### src/rtl/controle_jogo_param.sv
// Purpose : control unit for the memory-sequence game; owns address, round and interval timer.
// Latency : Moore FSM with registered outputs; jogada_feita -> REGISTRA -> COMPARA -> next state on 3rd edge.
// Backpres: none; the player pulse is consumed only in ESPERA / NOVA_JOGADA, ignored elsewhere.
// Ports   : clock, reset (sync, active-high); iniciar, jogada_feita, jogada_correta, modo,
//           nivel_rodadas, nivel_tempo in; endereco/rodada address outputs; registraR, gravaM,
//           zeraR strobes; leds_mem, leds_jog, vez_jogador, nova_jogada, ganhou, perdeu,
//           timeout, pronto flags; db_estado = current state code.
module controle_jogo_param #(
   parameter int ADDR_W         = 4,
   parameter int ROUNDS_MAX     = 16,
   parameter int SHOW_CYCLES    = 1000,
   parameter int GAP_CYCLES     = 500,
   parameter int TIMEOUT_CYCLES = 5000
) (
   input  logic              clock,
   input  logic              reset,
   input  logic              iniciar,
   input  logic              jogada_feita,
   input  logic              jogada_correta,
   input  logic              modo,
   input  logic              nivel_rodadas,
   input  logic              nivel_tempo,
   output logic [ADDR_W-1:0] endereco,
   output logic [ADDR_W-1:0] rodada,
   output logic              registraR,
   output logic              gravaM,
   output logic              zeraR,
   output logic              leds_mem,
   output logic              leds_jog,
   output logic              vez_jogador,
   output logic              nova_jogada,
   output logic              ganhou,
   output logic              perdeu,
   output logic              timeout,
   output logic              pronto,
   output logic [4:0]        db_estado
);

   localparam int MAX_SG = (SHOW_CYCLES > GAP_CYCLES) ? SHOW_CYCLES : GAP_CYCLES;
   localparam int MAX_C  = (MAX_SG > TIMEOUT_CYCLES) ? MAX_SG : TIMEOUT_CYCLES;
   localparam int TMR_W  = $clog2(MAX_C + 1);

   // Timer values on the last cycle of each timed visit.
   localparam logic [TMR_W-1:0] SHOW_END   = TMR_W'(SHOW_CYCLES - 1);
   localparam logic [TMR_W-1:0] GAP_END    = TMR_W'(GAP_CYCLES - 1);
   localparam logic [TMR_W-1:0] TMO_END    = TMR_W'(TIMEOUT_CYCLES - 1);
   localparam logic [TMR_W-1:0] TMO_H_END  = TMR_W'(TIMEOUT_CYCLES / 2 - 1);
   localparam logic [ADDR_W-1:0] LAST_LONG  = ADDR_W'(ROUNDS_MAX - 1);
   localparam logic [ADDR_W-1:0] LAST_SHORT = ADDR_W'(ROUNDS_MAX / 2 - 1);

   typedef enum logic [4:0] {
      S_INICIAL     = 5'h00,
      S_PREPARA     = 5'h01,
      S_MOSTRA      = 5'h02,
      S_INTERVALO   = 5'h03,
      S_INICIO_JOG  = 5'h04,
      S_ESPERA      = 5'h05,
      S_REGISTRA    = 5'h06,
      S_COMPARA     = 5'h07,
      S_PROXIMA     = 5'h08,
      S_NOVA_JOGADA = 5'h09,
      S_GRAVA       = 5'h0A,
      S_PROX_RODADA = 5'h0B,
      S_PAUSA       = 5'h0C,
      S_GANHOU      = 5'h0D,
      S_PERDEU      = 5'h0E,
      S_TIMEOUT     = 5'h0F
   } estado_t;

   estado_t             state_q, state_d;
   logic [TMR_W-1:0]    timer_q, timer_d;
   logic [ADDR_W-1:0]   endereco_q, endereco_d;
   logic [ADDR_W-1:0]   rodada_q, rodada_d;
   logic                modo_q, modo_d;
   logic                nivel_rod_q, nivel_rod_d;
   logic                nivel_tmp_q, nivel_tmp_d;

   logic registraR_q, registraR_d, gravaM_q, gravaM_d, zeraR_q, zeraR_d;
   logic leds_mem_q, leds_mem_d, leds_jog_q, leds_jog_d;
   logic vez_q, vez_d, nova_q, nova_d;
   logic ganhou_q, ganhou_d, perdeu_q, perdeu_d, timeout_q, timeout_d, pronto_q, pronto_d;

   logic [ADDR_W-1:0] last;
   logic [TMR_W-1:0]  lim_end;
   logic              timed;

   always_comb begin
      last    = nivel_rod_q ? LAST_LONG : LAST_SHORT;
      lim_end = nivel_tmp_q ? TMO_H_END : TMO_END;
   end

   always_comb begin
      state_d     = state_q;
      endereco_d  = endereco_q;
      rodada_d    = rodada_q;
      modo_d      = modo_q;
      nivel_rod_d = nivel_rod_q;
      nivel_tmp_d = nivel_tmp_q;

      case (state_q)
         S_INICIAL:     if (iniciar) state_d = S_PREPARA;
         S_PREPARA: begin
            modo_d      = modo;
            nivel_rod_d = nivel_rodadas;
            nivel_tmp_d = nivel_tempo;
            state_d     = S_MOSTRA;
         end
         S_MOSTRA:
            if (timer_q == SHOW_END)
               state_d = (endereco_q == rodada_q) ? S_INICIO_JOG : S_INTERVALO;
         S_INTERVALO:
            if (timer_q == GAP_END) begin
               endereco_d = endereco_q + ADDR_W'(1);
               state_d    = S_MOSTRA;
            end
         S_INICIO_JOG:  state_d = S_ESPERA;
         // The pulse takes priority over a timeout landing on the same cycle.
         S_ESPERA:
            if (jogada_feita)            state_d = S_REGISTRA;
            else if (timer_q == lim_end) state_d = S_TIMEOUT;
         S_REGISTRA:    state_d = S_COMPARA;
         S_COMPARA:
            if (!jogada_correta)             state_d = S_PERDEU;
            else if (endereco_q < rodada_q)  state_d = S_PROXIMA;
            else if (rodada_q == last)       state_d = S_GANHOU;
            else if (modo_q)                 state_d = S_NOVA_JOGADA;
            else                             state_d = S_PROX_RODADA;
         S_PROXIMA:     state_d = S_ESPERA;
         S_NOVA_JOGADA:
            if (jogada_feita)            state_d = S_GRAVA;
            else if (timer_q == lim_end) state_d = S_TIMEOUT;
         S_GRAVA:       state_d = S_PROX_RODADA;
         S_PROX_RODADA: state_d = S_PAUSA;
         S_PAUSA:       if (timer_q == GAP_END) state_d = S_MOSTRA;
         S_GANHOU, S_PERDEU, S_TIMEOUT:
            if (iniciar) state_d = S_PREPARA;
         default:       state_d = S_INICIAL;
      endcase

      // Entry actions: counters take their new value on the edge that enters the state,
      // so the state's outputs already show the updated address/round.
      if (state_d != state_q) begin
         case (state_d)
            S_PREPARA: begin
               endereco_d = '0;
               rodada_d   = '0;
            end
            S_INICIO_JOG:  endereco_d = '0;
            S_PROXIMA:     endereco_d = endereco_q + ADDR_W'(1);
            S_NOVA_JOGADA: endereco_d = rodada_q + ADDR_W'(1);
            S_PROX_RODADA: begin
               rodada_d   = rodada_q + ADDR_W'(1);
               endereco_d = '0;
            end
            default: ;
         endcase
      end
   end

   // Timer restarts from zero on every state change, counts only in timed states.
   always_comb begin
      timed = (state_q == S_MOSTRA) || (state_q == S_INTERVALO) || (state_q == S_PAUSA) ||
              (state_q == S_ESPERA) || (state_q == S_NOVA_JOGADA);
      if (state_d != state_q) timer_d = '0;
      else if (timed)         timer_d = timer_q + TMR_W'(1);
      else                    timer_d = timer_q;
   end

   // Outputs are decoded from the next state and registered, keeping them glitch-free.
   always_comb begin
      zeraR_d     = (state_d == S_INICIAL);
      registraR_d = (state_d == S_REGISTRA);
      gravaM_d    = (state_d == S_GRAVA);
      leds_mem_d  = (state_d == S_MOSTRA);
      leds_jog_d  = (state_d == S_COMPARA);
      vez_d       = (state_d == S_ESPERA) || (state_d == S_NOVA_JOGADA);
      nova_d      = (state_d == S_NOVA_JOGADA);
      ganhou_d    = (state_d == S_GANHOU);
      perdeu_d    = (state_d == S_PERDEU) || (state_d == S_TIMEOUT);
      timeout_d   = (state_d == S_TIMEOUT);
      pronto_d    = (state_d == S_GANHOU) || (state_d == S_PERDEU) || (state_d == S_TIMEOUT);
   end

   always_ff @(posedge clock) begin
      if (reset) begin
         state_q     <= S_INICIAL;
         timer_q     <= '0;
         endereco_q  <= '0;
         rodada_q    <= '0;
         modo_q      <= 1'b0;
         nivel_rod_q <= 1'b0;
         nivel_tmp_q <= 1'b0;
         zeraR_q     <= 1'b1;
         registraR_q <= 1'b0;
         gravaM_q    <= 1'b0;
         leds_mem_q  <= 1'b0;
         leds_jog_q  <= 1'b0;
         vez_q       <= 1'b0;
         nova_q      <= 1'b0;
         ganhou_q    <= 1'b0;
         perdeu_q    <= 1'b0;
         timeout_q   <= 1'b0;
         pronto_q    <= 1'b0;
      end else begin
         state_q     <= state_d;
         timer_q     <= timer_d;
         endereco_q  <= endereco_d;
         rodada_q    <= rodada_d;
         modo_q      <= modo_d;
         nivel_rod_q <= nivel_rod_d;
         nivel_tmp_q <= nivel_tmp_d;
         zeraR_q     <= zeraR_d;
         registraR_q <= registraR_d;
         gravaM_q    <= gravaM_d;
         leds_mem_q  <= leds_mem_d;
         leds_jog_q  <= leds_jog_d;
         vez_q       <= vez_d;
         nova_q      <= nova_d;
         ganhou_q    <= ganhou_d;
         perdeu_q    <= perdeu_d;
         timeout_q   <= timeout_d;
         pronto_q    <= pronto_d;
      end
   end

   assign endereco    = endereco_q;
   assign rodada      = rodada_q;
   assign zeraR       = zeraR_q;
   assign registraR   = registraR_q;
   assign gravaM      = gravaM_q;
   assign leds_mem    = leds_mem_q;
   assign leds_jog    = leds_jog_q;
   assign vez_jogador = vez_q;
   assign nova_jogada = nova_q;
   assign ganhou      = ganhou_q;
   assign perdeu      = perdeu_q;
   assign timeout     = timeout_q;
   assign pronto      = pronto_q;
   assign db_estado   = state_q;

endmodule

### config.mk
export PLATFORM = sky130hd
export DESIGN_NAME = controle_jogo_param
export DESIGN_NICKNAME = d
export VERILOG_FILES = /design/src/rtl/controle_jogo_param.sv
export SDC_FILE = /design/constraint.sdc
export NUM_CORES = 1
export LEC_CHECK = 0
export CAP_MARGIN = 30
export CORE_MARGIN = 4
export CORE_UTILIZATION = 40
export CTS_BUF_LIST = sky130_fd_sc_hd__clkbuf_16
export DETAILED_ROUTE_END_ITERATION = 7
export PLACE_DENSITY = 0.73
export SKIP_CTS_REPAIR_TIMING = 1
export SYNTH_ARGS = -nofsm -noshare
export SYNTH_HDL_FRONTEND = slang
export SYNTH_SLANG_ARGS = --single-unit
### constraint.sdc
create_clock -name clock -period 3.73 [get_ports clock]
set_clock_uncertainty 0.15 [all_clocks]
set_input_delay 0.746 -clock clock [delete_from_list [all_inputs] [get_ports clock]]
set_output_delay 0.746 -clock clock [all_outputs]
set_load 0.01 [all_outputs]
# ---- After elaboration in Yosys (flattened, before gate mapping)
# Cells that the tools add are included.
dict set report totals {
  regBits 40
  in_bits 8
  word_cells 92
}
dict set report classes {
  n_addsub 3
  magnitude_cmp 1
  n_eq_ne 34
  n_mux 19
  reduce_logical 17
}
# operator count
set ops {}
lappend ops {{== test 5 x 4 -> 1 bit, second input constant} 15}
lappend ops {{one-hot mux 5 bit (11 select lines)} 1}
lappend ops {{== test 5 x 3 -> 1 bit, second input constant} 8}
lappend ops {{two-way mux 5 bit} 6}
lappend ops {{two-way mux 4 bit} 4}
lappend ops {{== test 5 x 2 -> 1 bit, second input constant} 3}
lappend ops {{adder 13 x 1 -> 13 bit, second input constant} 1}
lappend ops {{== test 13 x 10 -> 1 bit, second input constant} 1}
lappend ops {{== test 13 bit} 1}
lappend ops {{== test 13 x 9 -> 1 bit, second input constant} 1}
lappend ops {{two-way mux 13 bit} 1}
lappend ops {{two-way mux 3 bit} 4}
lappend ops {{one-hot mux 4 bit (3 select lines)} 1}
lappend ops {{== test 5 x 1 -> 1 bit, second input constant} 2}
lappend ops {{logical NOT 5 bit} 2}
lappend ops {{adder 4 x 1 -> 4 bit, second input constant} 2}
lappend ops {{== test 4 bit} 2}
lappend ops {{logical OR 1 bit} 8}
lappend ops {{one-hot mux 4 bit (2 select lines)} 1}
lappend ops {{OR reduction 2 bit} 3}
lappend ops {{inequality test 5 bit} 1}
lappend ops {{less-than comparator 4 bit} 1}
lappend ops {{OR reduction 4 bit} 1}
lappend ops {{OR reduction 3 bit} 1}
lappend ops {{3 further kinds} 3}

# ---- Depth between registers and ports, before layout
# Gate-level depths: netlist of the first run.
dict set report logic_depth {
  word_depth 10
  ltp_mapped 11
  mapped_depth_nobuf 11
}

# ---- Least setup slack after synthesis of the first run
# No wires, ideal clock.
dict set report synth_timing {
  path_kind {reg-to-reg}
  startpoint {reg rodada_q[1], in the netlist rodada[1]}
  endpoint {reg endereco_q[1], in the netlist endereco[1]}
  arrival_ps 2692
  required_time_ps 3459
  setup_slack_ps 767
  path_stages_with_launch 12
  period_less_slack_ps 2963
  cell_sequence {dfxtp_1 -> inv_1 -> ha_1 -> nor2b_1 -> o211ai_1 -> a211oi_1 -> nor4_2 -> nand2b_1 -> clkbuf_1 -> o21bai_1 -> a31oi_4 -> mux2_4}
}
dict set report synth_via {
  elab_chain_len 9
  elab_cells_between_ends 19
  classes_between {1 x add/sub; 1 x order compare; 8 x eq/ne; 8 x mux; 1 x reduce/logical}
}
# item line
set synth_rtl {}
lappend synth_rtl {{from (decl)} 73} ;# logic [ADDR_W-1:0] rodada_q, rodada_d;
lappend synth_rtl {{from (signal assigned)} 208} ;# rodada_q <= rodada_d;
lappend synth_rtl {{branches (longest 8 deep; another with less-than comparator 4 bit)} n/a}
lappend synth_rtl {{two-way mux 4 bit (*)} 142} ;# if (state_d != state_q) begin
lappend synth_rtl {{to (signal assigned)} 207} ;# endereco_q <= endereco_d;
lappend synth_rtl {{to (decl)} 72} ;# logic [ADDR_W-1:0] endereco_q, endereco_d;
# Mark *: on every way between the ends.
# A chain may end at the register's enable or synchronous reset.

# ---- Final worst setup path of the first run
dict set report layout_timing {
  startpoint {in iniciar}
  endpoint {reg endereco_q[0], in the netlist endereco[0]}
}
dict set report layout_via {
  elab_chain_len 6
  elab_cells_between_ends 11
  classes_between {6 x eq/ne; 4 x mux; 1 x reduce/logical}
}
# item line
set layout_rtl {}
lappend layout_rtl {{from (decl)} 17} ;# input logic iniciar,
lappend layout_rtl {{two-way mux 5 bit (*)} {101, 136}}
lappend layout_rtl {{one-hot mux 5 bit (11 select lines) (*)} 100} ;# case (state_q)
lappend layout_rtl {{== test 5 x 4 -> 1 bit, or another cell as far along} 143} ;# case (state_d)
lappend layout_rtl {{OR reduction 3 bit (no line)} n/a}
lappend layout_rtl {{one-hot mux 4 bit (3 select lines)} 143}
lappend layout_rtl {{two-way mux 4 bit (*)} 142}
# Every way passes the cells marked *; elsewhere a longest branch is shown, timed or not.

==> results.md, run 1 <==
- Status: finished clean
- Initial DRC Count: about 130
- Proportion of netlist area held by the largest area contributor: 0.312
- Crit-path max cell delay: around 0.56 ns
- Cell breakdown of the critical path: clkdlybuf4s50_1 -> nor2b_1 -> or3b_1 -> a32o_1 -> a32o_1 -> a2111oi_4 -> buf_4 -> nand3b_1 -> or4_1 -> o221ai_1
- Avg Vias per Cell: ~5.4
- Count of inserted antenna diode cells: 0
- Peak-usage layer in the global routing report: met2
- Arrival time of data at the critical path endpoint: 3.31 ns
- Number of buffers added on ports: 31
- Wire length of the first global-routing pass: 10.1 mm
- Transition time of the tightest slew-check pin: approximately 0.67 ns
- Startpoint of the lowest-slack register-to-register path: db_estado[1]
- CP startpoint kind: input pin
- Min Tclk post-route: 3.26 ns
- RSZ-0062 raised after global routing: false
- Met2 track demand over resource in global routing: 0.250
- Die boundary height: 88.1 um
- Achievable Freq: 307 MHz
- Endpoint type of the worst setup path: flip-flop
- Number of antenna violations at the first check in global routing: 0
- Worst hold endpoint: modo_q
- Maxcap violations: 0
- P&R area growth vs syn: 21.5%
- Net count after synthesis: 306
- Worst-case reg-to-reg path depth: 10
- Average footprint of a synthesized cell: 8.82 um2
- Clk_lat worst skew: 0.28 ns
- Total negative setup slack: 0 ns
- Worst slack after detailed placement: 0.219 ns
- Total Routed Length: 6.01 mm
- Yosys reg bits: 40
- Standard-cell row count: 28
- Area after DPL: just under 3000 um2
- Combined global-route utilization of all metal layers: 0.166
- Top flip-flop cell by instance count after synthesis: sky130_fd_sc_hd__dfxtp_1
- Final cycle utilization of the critical path: 0.873
- Hold Path Depth: 2
- Met1 routing resource usage after global routing: 0.232
- Routed vias: 2167
- Most frequent cell on the critical path: sky130_fd_sc_hd__a32o_1
- Leakage power figure: ~1.1 nW
- Most instantiated cells after synthesis: 41 x sky130_fd_sc_hd__nor2_1, 40 x sky130_fd_sc_hd__dfxtp_1, 20 x sky130_fd_sc_hd__nand2_1, 15 x sky130_fd_sc_hd__xnor2_1
- Die Span X: 88.1 um
- Fin nets: between 300 and 400
- Relative slew slack: 0.550
- # IOs: 32
- Total gr overflow: 0
- Setup slack on the worst flop-to-flop path: 0.54 ns
- Clock-pin slew of the registers on the worst-case setup and hold paths: approximately 0.060 ns
- Share of final-layout standard cells stronger than drive strength 1: 0.151
- Sequential-to-total area share from yosys stat: 0.312
- Most numerous cell in the Yosys netlist: sky130_fd_sc_hd__nor2_1
- Total of warnings raised by yosys: 0
- Pin count of the biggest net entering global routing: 21
- Number of cells produced by synthesis: 291
- Count of distinct cell types in the synthesized netlist: 64
- Met3 Use GR: 0.0367
- Data required, critical path: between 3 and 4 ns
- Placed wire-length estimate: 4.35 mm
- Total power density per cell area: 319 nW/um2
- Power Total: 0.996 mW
- Count of flip-flops with a built-in enable after synthesis: 0
- Clk buf depth: 2
- Worst supply voltage drop on vdd: around 0.00028 V
- Post-route cell area: 3120 um2
- CTS tree: yes
- Final slew viol count: 0
- Die footprint: 7760 um2
- Reg-to-reg critical path endpoint: timer_q[1]
- Cell accounting for the most synthesized area: sky130_fd_sc_hd__dfxtp_1
- Count of final setup violators: 0
- Worst hold-check path type: reg -> reg
- Initial core utilization: 0.424
- Final routed wire length divided by cell count: 15.1 um
- Launch instance of the worst min-delay path: modo_q
- Residual antenna-violating net count after detailed routing: 0
- Ys async rst share: 0
- Critical path's slowest cell: sky130_fd_sc_hd__clkdlybuf4s50_1
- Top area cells in the synthesized netlist: sky130_fd_sc_hd__dfxtp_1 31%, sky130_fd_sc_hd__nor2_1 6.0%, sky130_fd_sc_hd__xnor2_1 5.1%, sky130_fd_sc_hd__nor2_4 4.4%, sky130_fd_sc_hd__ha_1 3.4%
- TritonCTS buffer count: 5
- Maximum level of the CTS H-tree: 2
- Sinks on the clock net: 40
- Total standard cell area after synthesis: around 2600 um2
- Via count of the first global-routing pass: 2134
- Area of the core: 6060 um2
- Min setup slack post-route: 0.474 ns
- Fin. Hold Viols: 0
- Maximum fanout encountered on the critical timing path: 8
- Number of iterations in the first detailed-routing pass: 4
- Worst Path Class, Setup: in -> reg
- Root buffer cell: sky130_fd_sc_hd__clkbuf_16
- Post-route DRC: 0
- Gp weighted congestion: 0.922
- Worst setup startpoint: iniciar
-- how the worst max path moves through the flow --
| stage | endpoint | slack, ns | depth (start not counted) |
|---|---|---|---|
| floorplan | endereco[1] | 0.77 | 11 |
| global placement | endereco[0] | 0.28 | 10 |
| detailed placement | endereco[0] | 0.22 | 10 |
| CTS | endereco[0] | 0.49 | 10 |
| global route | endereco[0] | 0.33 | 10 |
| finish | endereco[0] | 0.47 | 10 |
-- sequential cells by signal, summed over array words and instances (netlist names), 4 cells and up --
signal and flops:
timer_q 13, db_estado 5, rodada 4, endereco 4
-- placed cells by master (no fill, tap or decap), types with 4 or more instances in the layout --
cell type	Yosys	layout
sky130_fd_sc_hd__mux2i_1	8	8
sky130_fd_sc_hd__ha_1	7	7
sky130_fd_sc_hd__nor2_4	10	10
sky130_fd_sc_hd__a21oi_1	9	9
sky130_fd_sc_hd__xor2_1	7	7
sky130_fd_sc_hd__and3_1	4	4
sky130_fd_sc_hd__nand4_1	6	6
sky130_fd_sc_hd__clkdlybuf4s50_1	0	31
sky130_fd_sc_hd__nand2b_1	4	4
sky130_fd_sc_hd__nand2_1	20	20
sky130_fd_sc_hd__nor2_1	41	41
sky130_fd_sc_hd__nor2b_1	6	6
sky130_fd_sc_hd__nand3_1	10	10
sky130_fd_sc_hd__clkbuf_16	0	5
sky130_fd_sc_hd__or3_1	6	6
sky130_fd_sc_hd__xnor2_1	15	15
sky130_fd_sc_hd__inv_1	9	9
sky130_fd_sc_hd__dfxtp_1	40	40
sky130_fd_sc_hd__and4b_1	4	4
sky130_fd_sc_hd__buf_4	3	10
sky130_fd_sc_hd__nor3_1	8	8
-- power breakdown --
part | leakage (nW) | switching (mW) | internal, mW | total [mW]
sequential | 0.323 | 0.00520 | 0.430 | 0.435
combinational | 0.678 | 0.0380 | 0.0307 | 0.0686
clock | 0.0804 | 0.174 | 0.318 | 0.492
-- final cells by class --
| type | count | area (um2) |
|---|---|---|
| fill | 563 | 2940 |
| multi-input combinational | 225 | 1630 |
| sequential | 40 | 801 |
| timing repair buffer | 41 | 385 |
| clock buffer | 5 | 125 |
| tap | 75 | 93.8 |
| clock inverter | 3 | 46.3 |
| inverter | 10 | 37.5 |
-- cell families (layout without fill, tap and decap cells) --
family                     Yosys count  in the layout  synth area share
AOI/OAI and AO/OA                   43             43             0.153
xor gates and xnor gates            22             22            0.0751
adders and majority gates            7              7            0.0341
buffers and inverters               26             59            0.0526
DFF                                 40             40             0.312
muxes                               13             13            0.0575
other                                1              1           0.00146
and+or+nand+nor                    139            139             0.314
-- critical path: cells and delay by family --
kind	cells	cell delay, ns
AOI/OAI and AO/OA	4	0.78
buffers and inverters	2	0.78
and+or+nand+nor	4	0.99
-- per-stage QoR --
| stage | hold slack, ns | util | std cells |
|---|---|---|---|
| global route | 0.417 | 0.515 | 399 |
| CTS | 0.366 | 0.515 | 399 |
| finish | 0.365 | 0.515 | 399 |
| detailed placement | 0.346 | 0.487 | 391 |
| floorplan | 0.306 | - | 291 |
| global placement | 0.339 | 0.487 | 391 |
-- routing by layer --
metal	vias up	routed length [um]
li1	1101	-
met1	994	2810
met2	68	2800
met3	4	344
met4	0	53
met5	-	0
(Power assumes the default switching activity.)
==> run 2, diff against run 1 <==
--- a/config.mk
+++ b/config.mk
@@ -7,10 +7,11 @@
 export LEC_CHECK = 0
 export CAP_MARGIN = 30
 export CORE_MARGIN = 4
-export CORE_UTILIZATION = 40
+export CORE_UTILIZATION = 56
 export CTS_BUF_LIST = sky130_fd_sc_hd__clkbuf_16
 export DETAILED_ROUTE_END_ITERATION = 7
-export PLACE_DENSITY = 0.73
+export PLACE_DENSITY = 0.92
+export RECOVER_POWER = 100
 export SKIP_CTS_REPAIR_TIMING = 1
 export SYNTH_ARGS = -nofsm -noshare
 export SYNTH_HDL_FRONTEND = slang
==> run 2 against run 1 <==
Clock power increased by 1%. Via count increased by 6.2%. Non-clock buffer count increased by 1. Largest cell class unchanged.
==> results.md, run 2 (same netlist as run 1, synthesis figures left out) <==
- Cell type group with the largest total delay on the critical path: buffers and inverters
- Worst-case reg-to-reg path depth: 9
- Root buffer cell: sky130_fd_sc_hd__clkbuf_16
- Transition time of the tightest slew-check pin: 0.731 ns
- Total negative setup slack: 0 ns
- Worst hold endpoint: modo_q
- Die Span X: between 70 and 80 um
- Most common cell after layout, fill and taps aside: sky130_fd_sc_hd__nor2_1
- Total Routed Length: roughly 6.4 mm
- Reg-to-reg critical path endpoint: endereco[1]
- Residual antenna-violating net count after detailed routing: 0
- Data required, critical path: about 3.8 ns
- Status: finished clean
- Highest-count cells in the layout ignoring fill and taps: 43 x sky130_fd_sc_hd__nor2_1, 40 x sky130_fd_sc_hd__dfxtp_1, 23 x sky130_fd_sc_hd__dlygate4sd3_1, 20 x sky130_fd_sc_hd__nand2_1, 15 x sky130_fd_sc_hd__xnor2_1
- Number of iterations in the first detailed-routing pass: 4
- Worst hold-check path type: reg -> reg
- Share of final-layout standard cells stronger than drive strength 1: 0.123
- Number of buffers added on ports: 31
- Launch instance of the worst min-delay path: modo_q
- Pin count of the biggest net entering global routing: 21
- Endpoint type of the worst setup path: flip-flop
- Setup slack on the worst flop-to-flop path: 0.37 ns
- Clk_lat worst skew: between 0.2 and 0.3 ns
- Gp weighted congestion: 0.935
- Clk buf depth: 2
- CTS tree: yes
- Largest register FFs: 13
- # IOs: 32
- Avg Vias per Cell: 6.10
- Sinks on the clock net: 40
- Via count of the first global-routing pass: 2244
- Leakage power figure: 1.14 nW
- Final cycle utilization of the critical path: 0.918
- Number of antenna violations at the first check in global routing: 0
- Final slew viol count: 0
- Worst supply voltage drop on vdd: around 0.00027 V
- Fin. Hold Viols: 0
- Maximum level of the CTS H-tree: 2
- Die boundary height: 75.7 um
- Initial core utilization: 0.586
- Post-route DRC: 0
- Hold Path Depth: 2
- Total gr overflow: 0
- Achievable Freq: 292 MHz
- RSZ-0062 raised after global routing: false
- Min Tclk post-route: around 3.4 ns
- Standard-cell row count: 24
- Fin nets: 339
- Most flop-heavy register: timer_q
- Area of the core: 4380 um2
- Combined global-route utilization of all metal layers: 0.242
- TritonCTS buffer count: 5
- Clock-pin slew of the registers on the worst-case setup and hold paths: approximately 0.060 ns
- Initial DRC Count: 254
- Crit-path max cell delay: around 0.61 ns
- Relative slew slack: 0.511
- Cell breakdown of the critical path: dlygate4sd3_1 -> o211ai_4 -> o41ai_1 -> a41o_1 -> nor3_1 -> clkbuf_1 -> mux2i_1 -> nor2_1 -> mux2_1
- Count of final setup violators: 0
- Layout Utilization: 0.696
- Startpoint of the lowest-slack register-to-register path: db_estado[0]
- P&R area growth vs syn: 18.9%
- Critical path buffer and inverter count: 2
- Die footprint: 5730 um2
- Count of inserted antenna diode cells: 0
- Placed wire-length estimate: 4.63 mm
- Routed vias: 2301
- Maximum fanout encountered on the critical timing path: 8
- CP startpoint kind: input pin
- Final-layout fill cell count: 329
- Wire length of the first global-routing pass: 10.7 mm
- Critical path's slowest cell: sky130_fd_sc_hd__dlygate4sd3_1
- Final routed wire length divided by cell count: 16.9 um
- Worst Path Class, Setup: in -> reg
- Maxcap violations: 0
- Arrival time of data at the critical path endpoint: between 3 and 4 ns
- Number of gates on the worst path with buffers counted: 9
- Total power density per cell area: 328 nW/um2
## run 2: cell count changes in the layout (fill, tap and decap cells not counted), sizes merged
| cell | previous run | this run |
|---|---|---|
| clkdlybuf4s50 | 31 | 8 |
| dlygate4sd3 | 0 | 23 |
| clkbuf | 5 | 10 |
| buf | 10 | 6 |
## run 2: worst min-delay path: cells and delay by family, from the launching register on
family / cells / cell delay, ns
flip-flops: 1 / 0.33
AND/OR/NAND/NOR: 1 / 0.07
multiplexers: 1 / 0.07
## run 2: how the worst max path moves through the flow
stage | from | end | slack, ns
6_report | iniciar | endereco[1] | 0.31
5_1_grt | db_estado[3] | endereco[1] | 0.17
4_1_cts | iniciar | endereco[0] | 0.53
3_5_place_dp | iniciar | endereco[0] | 0.24
3_3_place_gp | iniciar | endereco[0] | 0.31
2_1_floorplan | rodada[1] | endereco[1] | 0.77
## run 2: metrics by stage
| stage | cell area [um2] | total power [mW] | hold WS, ns | cells | setup slack [ns] |
|---|---|---|---|---|---|
| floorplan | 2570 | 0.489 | 0.306 | 291 | 0.767 |
| global placement | 2930 | 0.512 | 0.324 | 369 | 0.305 |
| detailed placement | 2930 | 0.513 | 0.344 | 369 | 0.241 |
| CTS | 3100 | 1.01 | 0.361 | 377 | 0.527 |
| global route | 3050 | 1.03 | 0.379 | 377 | 0.169 |
| finish | 3050 | 1.00 | 0.361 | 377 | 0.306 |
## run 2: cell type report
class / instances / area, um2 / area share
Tap cell: 52 / 65.1 / 0.0213
Timing Repair Buffer: 42 / 374 / 0.123
Clock inverter: 3 / 46.3 / 0.0152
Multi-Input combinational cell: 225 / 1600 / 0.525
Inverter: 10 / 37.5 / 0.0123
Clock buffer: 5 / 125 / 0.0410
Sequential cell: 40 / 801 / 0.262
## run 2: per-layer routing
metal / vias to the layer above / track usage / part of all wire
met5: - / 0 / 0
met4: 0 / 0.0835 / 0.011
met3: 12 / 0.0620 / 0.083
met2: 108 / 0.374 / 0.46
met1: 1082 / 0.330 / 0.44
li1: 1099 / - / -
## run 2: power breakdown
| group | total [mW] | switching [mW] | internal, mW |
|---|---|---|---|
| combinational | 0.0667 | 0.0383 | 0.0284 |
| sequential | 0.435 | 0.00511 | 0.430 |
| clock | 0.498 | 0.180 | 0.318 |
| total | 1.00 | 0.224 | 0.776 |
